[src/rtl/dlx_pkg.sv]
// dlx_pkg: shared widths and arbiter state encoding for the DLX memory slice
package dlx_pkg;

    localparam int DLX_ADDR_W = 32;
    localparam int DLX_DATA_W = 32;

    typedef enum logic [1:0] {
        IDLE    = 2'd0,
        GRANT_I = 2'd1,
        GRANT_D = 2'd2
    } arb_state_t;

endpackage

[src/rtl/dlx_mem_arbiter.sv]
// dlx_mem_arbiter: shares one single-port memory between DLX fetch and data sides with a watchdog
module dlx_mem_arbiter
    import dlx_pkg::*;
#(
    parameter int ADDR_W      = DLX_ADDR_W,
    parameter int DATA_W      = DLX_DATA_W,
    parameter int MAX_D_BURST = 4,
    parameter int TIMEOUT     = 256
) (
    input  logic              clk,
    input  logic              reset,
    input  logic              i_req,
    input  logic [ADDR_W-1:0] i_address,
    output logic [DATA_W-1:0] i_data_read,
    output logic              i_data_valid,
    input  logic              d_req,
    input  logic [ADDR_W-1:0] d_address,
    input  logic [DATA_W-1:0] d_data_write,
    input  logic              d_write_enable,
    output logic [DATA_W-1:0] d_data_read,
    output logic              d_data_valid,
    output logic              mem_req,
    output logic [ADDR_W-1:0] mem_address,
    output logic [DATA_W-1:0] mem_data_write,
    output logic              mem_write_enable,
    input  logic [DATA_W-1:0] mem_data_read,
    input  logic              mem_data_valid,
    output logic              mem_timeout
);

    localparam int WD_W = $clog2(TIMEOUT);
    localparam logic [WD_W-1:0] WD_LAST = WD_W'(TIMEOUT - 1);
    localparam logic [3:0] CAP = 4'(MAX_D_BURST);

    arb_state_t state, state_n;
    logic [3:0] streak, streak_n;
    logic [WD_W-1:0] wdog, wdog_n;
    logic [DATA_W-1:0] i_data_read_n, d_data_read_n, mem_data_write_n, rdata;
    logic [ADDR_W-1:0] mem_address_n;
    logic i_data_valid_n, d_data_valid_n, mem_req_n, mem_write_enable_n, mem_timeout_n;
    logic i_elig, d_elig;

    // a side that is pulsing its valid this cycle is dropping its req, so it is not re-issued
    assign i_elig = i_req && !i_data_valid;
    assign d_elig = d_req && !d_data_valid;

    // next-state and registered-output values: arbitration in IDLE, completion or abort in a grant
    always_comb begin
        state_n = state;
        streak_n = streak;
        wdog_n = wdog;
        i_data_read_n = i_data_read;
        i_data_valid_n = 1'b0;
        d_data_read_n = d_data_read;
        d_data_valid_n = 1'b0;
        mem_req_n = mem_req;
        mem_address_n = mem_address;
        mem_data_write_n = mem_data_write;
        mem_write_enable_n = mem_write_enable;
        mem_timeout_n = mem_timeout;
        rdata = mem_data_valid ? mem_data_read : '0;
        if (state == IDLE) begin
            if (!i_req) streak_n = '0;
            if (d_elig && !(i_elig && streak == CAP)) begin
                state_n = GRANT_D;
                mem_req_n = 1'b1;
                mem_address_n = d_address;
                mem_data_write_n = d_data_write;
                mem_write_enable_n = d_write_enable;
                wdog_n = '0;
                streak_n = i_req ? streak + 4'd1 : '0;
            end else if (i_elig) begin
                state_n = GRANT_I;
                mem_req_n = 1'b1;
                mem_address_n = i_address;
                mem_data_write_n = '0;
                mem_write_enable_n = 1'b0;
                wdog_n = '0;
                streak_n = '0;
            end
        end else if (mem_data_valid || wdog == WD_LAST) begin
            state_n = IDLE;
            mem_req_n = 1'b0;
            mem_timeout_n = mem_timeout || !mem_data_valid;
            if (state == GRANT_I) begin
                i_data_valid_n = 1'b1;
                i_data_read_n = rdata;
            end else begin
                d_data_valid_n = 1'b1;
                d_data_read_n = mem_write_enable ? '0 : rdata;
            end
        end else begin
            wdog_n = wdog + 1'b1;
        end
    end

    // state and output registers, cleared asynchronously by reset
    always_ff @(posedge clk or posedge reset) begin
        if (reset) begin
            state <= IDLE;
            streak <= '0;
            wdog <= '0;
            i_data_read <= '0;
            i_data_valid <= 1'b0;
            d_data_read <= '0;
            d_data_valid <= 1'b0;
            mem_req <= 1'b0;
            mem_address <= '0;
            mem_data_write <= '0;
            mem_write_enable <= 1'b0;
            mem_timeout <= 1'b0;
        end else begin
            state <= state_n;
            streak <= streak_n;
            wdog <= wdog_n;
            i_data_read <= i_data_read_n;
            i_data_valid <= i_data_valid_n;
            d_data_read <= d_data_read_n;
            d_data_valid <= d_data_valid_n;
            mem_req <= mem_req_n;
            mem_address <= mem_address_n;
            mem_data_write <= mem_data_write_n;
            mem_write_enable <= mem_write_enable_n;
            mem_timeout <= mem_timeout_n;
        end
    end

endmodule
[config.mk]
export PLATFORM = sky130hd
export DESIGN_NAME = dlx_mem_arbiter
export DESIGN_NICKNAME = d
export VERILOG_FILES = /design/src/rtl/dlx_pkg.sv /design/src/rtl/dlx_mem_arbiter.sv
export SDC_FILE = /design/constraint.sdc
export NUM_CORES = 1
export LEC_CHECK = 0
export BUFFER_PORTS_ARGS = -buffer_cell sky130_fd_sc_hd__buf_2
export CAP_MARGIN = 20
export CORE_UTILIZATION = 47
export DETAILED_ROUTE_END_ITERATION = 8
export PLACE_DENSITY = 0.81
export SKIP_LAST_GASP = 1
export SYNTH_ARGS = -nofsm -noshare
export SYNTH_HDL_FRONTEND = slang
export SYNTH_SLANG_ARGS = --single-unit
[constraint.sdc]
create_clock -name clk -period 5.5 [get_ports clk]
set_input_delay 0.55 -clock clk [delete_from_list [all_inputs] [get_ports clk]]
set_output_delay 0.55 -clock clk [all_outputs]
set_load 0.01 [all_outputs]
==> impl_metrics.toml <==
[synth]
synth_commonest_cells = "dfrtp_1, a22o_1, a21oi_1, nand2_1, nor2_1"
synth_seq_cells = 147
yosysSeqAreaShare = 0.621
synth_adder_area_share = 0.00633
avgSynthCellArea_um2 = 12.0
synth_top_family_by_area = "compound AO/OA/AOI/OAI gates"
post-synth-top-count-cell = "dfrtp_1"
synth_area_leaders = "dfrtp_1, a22o_1, a21oi_1"
synth_cell_types = 40
synth-simple-area-share = 0.0867
synth_xor_area_frac = 0
synth_top_flop_cell = "dfrtp_1"
yosysWarnings = 0
async_flop_share = 1.00
synth_edf_count = 0
netlist_area_um2 = 5930
yosys-mux-area-fraction = 0
synth_largest_area_cell = "dfrtp_1"
synth_compound_area_frac = 0.239
syn_nets = 633
synth.top_cell.area_share = 0.621
synthCells = 496

[final_layout]
drive_gt1_frac = 0.411
antenna_cells = 0
nets = 890
finalNonFillerCells = 934
area_delta_synth_final_pct = 33.6
final_cell_area_um2 = 7920

[die]
core_um2 = 12200
die_x_um = 114
dieArea_um2 = 13100
rows = 40
chipHeight_um = 114
start_util = 0.487
io_pins = 267

[timing]
finClkSkew_ns = 0.00647
slew_headroom = 0.436
setup_viol = 0
hold_viol = 0
drv_slew = 0
max_freq_mhz = 435
fin_setup_tns_ns = 0
tightest_slew_ns = 0.842
fin_ws_ns = 3.20
grt_setup_unrepaired = "no"
period_needed_ns = 2.30
period_share = 0.418

[place]
dp_cells = 900
portBuffers = 266
place_congestion = 0.772
place_area_um2 = 7270
place_ws_ns = 2.83
hpwl_mm = 10.9

[critical_path]
worstSetupPathType = "flip-flop to flip-flop"
end_kind = "flip-flop"
crit_path_cell_trace = "nor2b_1 > o21ai_2 > buf_4 > nor2_4 > a22o_1"
crit_slowest_cell = "nor2_4"
cp.required_ns = 5.85
cp_max_fo = 34
critPathArrivalTime_ns = 2.65
cp_slowest_stage_delay_ns = 0.67
startpoint_type = "flip-flop"

[clock_network]
post-cts-setup-buffers = 0
cts_root_buf = "clkbuf_16"
clkTransAtPathRegs_ns = 0.06
cts_hold_buffers = 0
clk_latency_ns = 0.42
cts_max_level = 4
cts_max_path_buffers = 2
cts_resized = 0
cts.sinks = 147
cts_tree = "done"
cts_buffers = 17

[detailed_routing]
route.vias.total = 5022
drt_iter0_drc = 240
drt-total-wl_mm = 15.9
wire_per_inst_um = 17.1
ant_nets = 0
drt_pass1_iterations = 4
viasPerCell = 5.38
drc = 0

[grt]
grt_pass1_wl_mm = 24.7
grt_usage = 0.249
grt_pass1_vias = 5003
grt_max_degree = 87
gr-total-overflow = 0
grt_antenna_before_repair = 0

[power_and_ir_drop]
power_mw = 4.80
powerDensity_nw_per_um2 = 607
power_leakage_nw = 4.14
ir_drop_mv = 0.302

[job]
maxCapViolations = 0

[status]
run_status = "finished clean"

[hold_path]
hold_path_class = "input pin to asynchronous set/reset pin"
## critical path, delay by kind of cell (launching register included)
kind                   cells  cell delay, ns
AND/OR/NAND/NOR            2            1.20
flip-flops                 1            0.37
AO/OA/AOI/OAI              2            0.35
buffers and inverters      1            0.27
## final cells by class
type / count / area, um2
fillers: 965 / 4240
clock inverters: 9 / 128
inverters: 8 / 35.0
multi-input cells: 306 / 1970
flip-flops and latches: 147 / 3680
clock buffers: 23 / 478
well taps: 168 / 210
repair buffers: 273 / 1420
## path summary, 6_finish.rpt
kind	from	to	slack (ns)	cells after the start
min in group clk	d_data_write[29]	mem_data_write[29]	0.34	2
hold / removal	reset	mem_data_write[25]	0.27	2
setup / recovery	d_data_valid	mem_data_write[6]	3.20	5
hold reg to reg	mem_timeout	mem_timeout	0.47	1
max in group asynchronous	reset	d_data_read[21]	3.91	3
setup reg to reg	d_data_valid	mem_data_write[6]	3.20	5
## where the power goes
part | switching, mW | internal [mW]
Clock | 0.433 | 0.747
Sequential | 0.282 | 1.54
Combinational | 1.01 | 0.794
Total | 1.72 | 3.08
## sequential cells by signal, summed over array words and instances, names as in the netlist
| name | count |
|---|---|
| i_data_valid | 1 |
| d_data_read | 32 |
| mem_req | 1 |
| state | 2 |
| mem_timeout | 1 |
| mem_address | 32 |
| wdog | 8 |
| mem_data_write | 32 |
| streak | 4 |
| d_data_valid | 1 |
| mem_write_enable | 1 |
| i_data_read | 32 |
## layout by cell type (no fill, tap or decap), drive strengths merged, types with 3 or more instances in the layout
cell type,netlist,routed
buf,35,273
dfrtp,147,147
a22o,98,98
a21oi,69,69
nand2,43,43
nor2,39,39
clkbuf,0,23
o21ai,10,10
nand3,9,9
inv,8,8
a21o,5,5
nand2b,4,4
ha,3,3
bufinv,0,3
clkinvlp,0,3
clkinv,0,3
nand4,3,3
## cells by family after synthesis
| kind of cell | after synthesis |
|---|---|
| fa+ha+maj | 3 |
| compound gates | 194 |
| simple gates | 109 |
| flops | 147 |
| buf+inv | 43 |
## per-layer routing
layer,global-route usage,part of all wire,up-vias
met5,0,0,-
met4,0.126,0.024,0
met3,0.0672,0.074,28
met2,0.417,0.50,245
met1,0.296,0.41,2434
li1,-,-,2315
## per-stage QoR
step | hold slack (ns) | util
after global placement | 0.445 | 0.597
after floorplan | 0.465 | -
after detailed placement | 0.451 | 0.598
after CTS | 0.294 | 0.648
after global routing | 0.332 | 0.651
final | 0.274 | 0.651
Note: power is estimated with default switching activity, not from simulation.
